## config.mk

```make
export PLATFORM = sky130hd
export DESIGN_NAME = cp0_exc_ctrl
export DESIGN_NICKNAME = d
export VERILOG_FILES = /design/src/rtl/cp0_exc_ctrl_pkg.sv /design/src/rtl/cp0_exc_ctrl_int_sync.sv /design/src/rtl/cp0_exc_ctrl.sv
export SDC_FILE = /design/constraint.sdc
export NUM_CORES = 1
export LEC_CHECK = 0
export ABC_AREA = 1
export CORE_UTILIZATION = 30
export CTS_BUF_LIST = sky130_fd_sc_hd__clkbuf_2
export CTS_CLUSTER_SIZE = 14
export DETAILED_ROUTE_END_ITERATION = 16
export REMOVE_ABC_BUFFERS = 1
export SLEW_MARGIN = 20
export SYNTH_ARGS = -nofsm -noshare
export SYNTH_HDL_FRONTEND = slang
export SYNTH_SLANG_ARGS = --single-unit
```

## constraint.sdc

```tcl
create_clock -name clk -period 1.95 [get_ports clk]
set_input_delay 0.4875 -clock clk [delete_from_list [all_inputs] [get_ports clk]]
set_output_delay 0.4875 -clock clk [all_outputs]
set_load 0.005 [all_outputs]
```

## src/rtl/cp0_exc_ctrl_pkg.sv

```systemverilog
// rtl/cp0_exc_ctrl_pkg.sv - CP0 register numbers, field positions, exception codes and EXL state type
package cp0_exc_ctrl_pkg;

   // "No exception" marker carried down the pipeline
   localparam logic [5:0] EXC_NONE = 6'd0;

   // Exception codes written into Cause.ExcCode
   typedef enum logic [5:0] {
      EXC_INT  = 6'd0,
      EXC_ADEL = 6'd4,
      EXC_ADES = 6'd5,
      EXC_RI   = 6'd10,
      EXC_OV   = 6'd12
   } exc_code_e;

   // CP0 register numbers
   localparam logic [4:0] CP0_SR    = 5'd12;
   localparam logic [4:0] CP0_CAUSE = 5'd13;
   localparam logic [4:0] CP0_EPC   = 5'd14;
   localparam logic [4:0] CP0_PRID  = 5'd15;

   // SR field positions
   localparam int SR_IE_BIT  = 0;
   localparam int SR_EXL_BIT = 1;
   localparam int SR_IM_LO   = 10;
   localparam int SR_IM_HI   = 15;

   // Cause field positions
   localparam int CAUSE_EXC_LO = 2;
   localparam int CAUSE_EXC_HI = 6;
   localparam int CAUSE_IP_LO  = 10;
   localparam int CAUSE_IP_HI  = 15;
   localparam int CAUSE_BD_BIT = 31;

   // NORMAL is EXL=0, HANDLER is EXL=1
   typedef enum logic {
      ST_NORMAL  = 1'b0,
      ST_HANDLER = 1'b1
   } exl_state_e;

   // EPC always holds a word address
   function automatic logic [31:0] word_align(input logic [31:0] a);
      return a & 32'hFFFF_FFFC;
   endfunction

endpackage

```

## src/rtl/cp0_exc_ctrl_int_sync.sv

```systemverilog
// rtl/cp0_exc_ctrl_int_sync.sv - multi-flop synchronizer for the external interrupt lines
module cp0_exc_ctrl_int_sync #(
   parameter int STAGES = 2,
   parameter int WIDTH  = 6
) (
   input  logic             clk,
   input  logic             rst_n,
   input  logic [WIDTH-1:0] din,
   output logic [WIDTH-1:0] dout
);

   logic [STAGES-1:0][WIDTH-1:0] sync_q;
   logic [STAGES-1:0][WIDTH-1:0] sync_d;

   // shift the raw lines one stage deeper every cycle
   always_comb begin
      sync_d = {sync_q[STAGES-2:0], din};
   end

   // synchronizer flops, cleared straight away by reset
   always_ff @(posedge clk or negedge rst_n) begin
      if (!rst_n) begin
         sync_q <= '0;
      end else begin
         sync_q <= sync_d;
      end
   end

   assign dout = sync_q[STAGES-1];

endmodule

```

## src/rtl/cp0_exc_ctrl.sv

```systemverilog
// rtl/cp0_exc_ctrl.sv - M-stage CP0 exception/interrupt controller (SR/Cause/EPC/PRId, trap and eret redirect)
module cp0_exc_ctrl
   import cp0_exc_ctrl_pkg::*;
#(
   parameter logic [31:0] HANDLER_PC  = 32'h0000_4180,
   parameter logic [31:0] PRID_VAL    = 32'h2019_0700,
   parameter int          SYNC_STAGES = 2
) (
   input  logic        clk,
   input  logic        reset,
   input  logic [5:0]  hw_int,
   input  logic        m_valid,
   input  logic [31:0] pc_m,
   input  logic        bd_m,
   input  logic [5:0]  exccode_m,
   input  logic        eret_m,
   input  logic        cp0_we,
   input  logic [4:0]  cp0_addr,
   input  logic [31:0] cp0_wdata,
   output logic [31:0] cp0_rdata,
   output logic        exc_flush,
   output logic        eret_redirect,
   output logic [31:0] redirect_pc,
   output logic        exl_o
);

   exl_state_e  state_q, state_d;
   logic [5:0]  im_q, im_d;
   logic        ie_q, ie_d;
   logic        bd_q, bd_d;
   logic [4:0]  exccode_q, exccode_d;
   logic [31:0] epc_q, epc_d;
   logic [5:0]  ip;
   logic        exl;
   logic        m_live;
   logic        int_take;
   logic        exc_take;
   logic [31:0] sr_word;
   logic [31:0] cause_word;

   cp0_exc_ctrl_int_sync #(
      .STAGES (SYNC_STAGES),
      .WIDTH  (6)
   ) u_int_sync (
      .clk   (clk),
      .rst_n (reset),
      .din   (hw_int),
      .dout  (ip)
   );

   // trap / eret decision from pre-edge state; reset masks everything so no redirect leaks out
   always_comb begin
      exl           = (state_q == ST_HANDLER);
      m_live        = m_valid & reset;
      int_take      = m_live & ie_q & ~exl & (|(ip & im_q));
      exc_take      = m_live & ~exl & (exccode_m != EXC_NONE);
      exc_flush     = int_take | exc_take;
      eret_redirect = m_live & eret_m & ~exc_flush;
      exl_o         = exl;
      if (exc_flush) begin
         redirect_pc = HANDLER_PC;
      end else if (eret_redirect) begin
         redirect_pc = epc_q;
      end else begin
         redirect_pc = '0;
      end
   end

   // next register state: a trap discards mtc0; an mtc0 to SR overrides the eret EXL clear
   always_comb begin
      state_d   = state_q;
      im_d      = im_q;
      ie_d      = ie_q;
      bd_d      = bd_q;
      exccode_d = exccode_q;
      epc_d     = epc_q;
      if (exc_flush) begin
         state_d   = ST_HANDLER;
         bd_d      = bd_m;
         exccode_d = int_take ? 5'(EXC_INT) : exccode_m[4:0];
         epc_d     = word_align(bd_m ? (pc_m - 32'd4) : pc_m);
      end else begin
         if (eret_redirect) begin
            state_d = ST_NORMAL;
         end
         if (cp0_we && (cp0_addr == CP0_SR)) begin
            im_d    = cp0_wdata[SR_IM_HI:SR_IM_LO];
            ie_d    = cp0_wdata[SR_IE_BIT];
            state_d = cp0_wdata[SR_EXL_BIT] ? ST_HANDLER : ST_NORMAL;
         end
         if (cp0_we && (cp0_addr == CP0_EPC)) begin
            epc_d = word_align(cp0_wdata);
         end
      end
   end

   // mfc0 read mux over current register contents (no bypass of a same-cycle mtc0)
   always_comb begin
      sr_word                            = '0;
      sr_word[SR_IM_HI:SR_IM_LO]         = im_q;
      sr_word[SR_EXL_BIT]                = exl;
      sr_word[SR_IE_BIT]                 = ie_q;
      cause_word                         = '0;
      cause_word[CAUSE_BD_BIT]           = bd_q;
      cause_word[CAUSE_IP_HI:CAUSE_IP_LO]   = ip;
      cause_word[CAUSE_EXC_HI:CAUSE_EXC_LO] = exccode_q;
      case (cp0_addr)
         CP0_SR:    cp0_rdata = sr_word;
         CP0_CAUSE: cp0_rdata = cause_word;
         CP0_EPC:   cp0_rdata = epc_q;
         CP0_PRID:  cp0_rdata = PRID_VAL;
         default:   cp0_rdata = '0;
      endcase
   end

   // EXL state register (NORMAL / HANDLER)
   always_ff @(posedge clk or negedge reset) begin
      if (!reset) begin
         state_q <= ST_NORMAL;
      end else begin
         state_q <= state_d;
      end
   end

   // SR, Cause and EPC storage
   always_ff @(posedge clk or negedge reset) begin
      if (!reset) begin
         im_q      <= '0;
         ie_q      <= 1'b0;
         bd_q      <= 1'b0;
         exccode_q <= '0;
         epc_q     <= '0;
      end else begin
         im_q      <= im_d;
         ie_q      <= ie_d;
         bd_q      <= bd_d;
         exccode_q <= exccode_d;
         epc_q     <= epc_d;
      end
   end

endmodule

```

==> results.yml <==
sta:
  timing.final.hold_violations: 0
  worst_slew_margin_rel: 0.501
  slew_violations: 0
  final_critical_path_setup_slack_ns: -0.528
  rsz_0062_raised_after_global_routing: "yes"
  setup_violations: 37
  finClkSkew_ns: 0.0271
  post-route-min-period_ns: 2.48
  max_freq_mhz: 404
  fin_worst_hold_slack_ns: 0.275
  layout_worst_path_cycle_share: 1.27
  worst_pin_slew_ns: 0.749
route:
  drt_iter0_drc: 272
  routed_wire_length_per_instance_um: 14.8
  detailedRoute.firstPassIterationCount: 5
  vias_per_cell: 4.62
  num_vias: 4619
  postRouteWirelength_mm: 14.8
  ant_nets: 0
  remaining_drc_errors: 0
place:
  placement.cell_area_mm2: 0.00611
  last_weighted_congestion_value_of_the_routability_driven_placer: 0.826
  dp_hpwl_mm: 10.9
  io_buffers: 149
grt:
  gr-total-overflow: 0
  grt_usage: 0.219
  first_global_vias: 4471
  first_pass_grt_wire_length_mm: 22.6
  grt_antenna_before_repair: 2
  largest_net_degree_at_the_start_of_global_routing: 57
clocking:
  clock_tree_from_tritoncts: "built"
  cts.sinks: 56
  clock_tree.buffer_depth: 2
  cts_made_buffers: 5
  clk-insertion-delay-late_ns: 0.49
  clk_pin_slew_ns: 0.29
  root_buffer: "sky130_fd_sc_hd__clkbuf_2"
  h_tree_depth_reported_by_cts: 2
final_layout:
  filler_cells_inserted: 1310
  drive_gt1_frac: 0.264
  areaGrowthSynthToFinish_pct: 64.3
  layout.nets: 913
  post_route_standard_cell_area_excluding_fillers_mm2: 0.00639
logic_synthesis:
  ys.warnings.count: 0
  netlist-cell-type-count: 38
  post_syn_area_mm2: 0.00389
  synth-async-reset-ratio: 1.00
  synth-edff-count: 0
  synth_cells: 600
  postSynthAreaPerCell_um2: 6.48
  synth-main-ff-cell: "sky130_fd_sc_hd__dfrtp_1"
  synth-seq-cells: 56
  synth.yosys.seq_area_share: 0.360
critical_path:
  crit_type: "reg2out"
  worst_setup_path_start_kind: "flip-flop"
  rrSetupSlack_ns: -0.04
  worst-endpoint-arrival_ns: 1.99
  timing.critical_path.to_type: "primary output"
  worst-endpoint-required_ns: 1.46
  path_max_fanout: 4
job:
  maxCapViolations: 0
outcome:
  failed_checks: "setup timing"
  run_status: "complete, but fails checks"
power:
  power_leakage_nw: 3.24
  power_density_normalized_to_cell_area_mw_per_mm2: 702
  design_power_total_mw: 4.49
  ir_drop_v: 0.000356
floorplanning:
  core_area_mm2: 0.0126
  die-height_um: 116
  start_util: 0.308
  core.rowCount: 41
  design.die.area_mm2: 0.0134
  number_of_i_o_pins: 154
  die_x_um: 116
hold_path:
  hp-class: "in2async"
[registers in the layout (all words and copies together), names as in the netlist]
signal and flops:
u_int_sync.sync_d 6, exccode_q 5, bd_q 1, epc_q 30, ie_q 1, im_q 6
u_int_sync.dout 6, exl_o 1
[synthesized netlist by cell type, types with 6 or more instances]
| cell | number | area (µm²) |
|---|---|---|
| sky130_fd_sc_hd__dfrtp_1 | 56 | 1400 |
| sky130_fd_sc_hd__nor2_1 | 123 | 462 |
| sky130_fd_sc_hd__buf_2 | 6 | 30.0 |
| sky130_fd_sc_hd__inv_1 | 90 | 338 |
| sky130_fd_sc_hd__o211ai_1 | 7 | 52.6 |
| sky130_fd_sc_hd__o21ai_0 | 40 | 200 |
| sky130_fd_sc_hd__nand2_1 | 142 | 533 |
| sky130_fd_sc_hd__nand4_1 | 7 | 43.8 |
| sky130_fd_sc_hd__o22ai_1 | 6 | 37.5 |
| sky130_fd_sc_hd__buf_4 | 7 | 52.6 |
| sky130_fd_sc_hd__xor2_1 | 8 | 70.1 |
| sky130_fd_sc_hd__o21ai_1 | 12 | 60.1 |
| sky130_fd_sc_hd__nand3_1 | 47 | 235 |
[worst paths after layout]
check                                                from                         endpoint  depth (start not counted)
max                                   im_q[5]$_DFFE_PN0P_                   redirect_pc[7]                          7
min                                                 reset              im_q[2]$_DFFE_PN0P_                          2
max reg2reg                           im_q[5]$_DFFE_PN0P_              im_q[2]$_DFFE_PN0P_                         12
min reg2reg                u_int_sync.sync_d[9]$_DFF_PN0_     u_int_sync.dout[3]$_DFF_PN0_                          0
max in group asynchronous                           reset         exccode_q[1]$_DFFE_PN0N_                          2
min in group clk                                hw_int[4]  u_int_sync.sync_d[10]$_DFF_PN0_                          1
[worst max-delay path: stages, from the launching register on]
cell,delay [ns]
sky130_fd_sc_hd__dfrtp_1,0.45
sky130_fd_sc_hd__nand2_1,0.08
sky130_fd_sc_hd__nand3_2,0.13
sky130_fd_sc_hd__o21ai_4,0.22
sky130_fd_sc_hd__buf_4,0.15
sky130_fd_sc_hd__buf_4,0.12
sky130_fd_sc_hd__o211ai_1,0.09
sky130_fd_sc_hd__dlygate4sd2_1,0.28
[routing by layer]
layer / track usage / vias to the layer above / wire length [µm]
li1: - / 2324 / -
met1: 0.279 / 2153 / 6650
met2: 0.383 / 129 / 7140
met3: 0.0408 / 13 / 868
met4: 0.0521 / 0 / 159
met5: 0 / - / 0
[area by class of cell]
type	instances	area (µm²)	share of cell area
Clock inverter	2	38.8	0.00607
Tap cell	172	215	0.0337
Multi-Input combinational cell	428	2230	0.348
Inverter	95	369	0.0578
Timing Repair Buffer	239	2100	0.329
Clock buffer	6	30.0	0.00470
Antenna cell	2	5.00	0.000784
Sequential cell	56	1400	0.219
[metrics by stage]
step / TNS, ns / std cells / setup slack [ns] / util
final: -14.90 / 1000 / -0.528 / 0.506
after global routing: -19.27 / 999 / -0.638 / 0.506
after CTS: -16.89 / 996 / -0.543 / 0.499
after detailed placement: -68.37 / 977 / -0.853 / 0.484
after global placement: -62.66 / 977 / -0.810 / 0.484
after floorplan: -6.85 / 579 / -0.193 / -
[logic make-up (layout without fill, tap and decap cells)]
| logic type | count (synthesis) | count (layout) | share of synthesized area |
|---|---|---|---|
| AOI/OAI and AO/OA | 77 | 77 | 0.117 |
| xor gates and xnor gates | 10 | 10 | 0.0225 |
| adders and majority gates | 1 | 1 | 0.00322 |
| buffers and inverters | 117 | 342 | 0.130 |
| DFF | 56 | 56 | 0.360 |
| other | 1 | 4 | 0.000965 |
| and+or+nand+nor | 338 | 338 | 0.366 |
[layout by cell type, fill, tap and decap left out, types with 9 or more instances in the layout]
| master | synthesis | routed |
|---|---|---|
| sky130_fd_sc_hd__buf_12 | 0 | 9 |
| sky130_fd_sc_hd__buf_2 | 6 | 38 |
| sky130_fd_sc_hd__buf_4 | 7 | 73 |
| sky130_fd_sc_hd__clkbuf_2 | 0 | 21 |
| sky130_fd_sc_hd__clkdlybuf4s50_1 | 0 | 77 |
| sky130_fd_sc_hd__dfrtp_1 | 56 | 56 |
| sky130_fd_sc_hd__dlygate4sd2_1 | 0 | 12 |
| sky130_fd_sc_hd__inv_1 | 90 | 82 |
| sky130_fd_sc_hd__inv_2 | 4 | 12 |
| sky130_fd_sc_hd__nand2_1 | 142 | 137 |
| sky130_fd_sc_hd__nand3_1 | 47 | 46 |
| sky130_fd_sc_hd__nor2_1 | 123 | 97 |
| sky130_fd_sc_hd__nor2_2 | 5 | 10 |
| sky130_fd_sc_hd__nor2_4 | 2 | 23 |
| sky130_fd_sc_hd__o21ai_0 | 40 | 37 |
| sky130_fd_sc_hd__o21ai_1 | 12 | 15 |
[power by group]
part / internal [mW] / total, mW / switching (mW)
combinational: 0.874 / 2.07 / 1.19
sequential: 1.59 / 1.79 / 0.196
clock: 0.227 / 0.631 / 0.403
total: 2.69 / 4.49 / 1.79
[what timing repair did]
| action | 4_1_cts | 5_1_grt |
|---|---|---|
| pin swaps | 13 | 13 |
| resized for setup | 251 | 64 |
| cloned | 3 | 2 |
| buffers inserted | 8 | 2 |
| setup endpoints to repair | 67 | 80 |
| hold buffers | 0 | 0 |
Note: power is estimated with default switching activity, not from simulation.
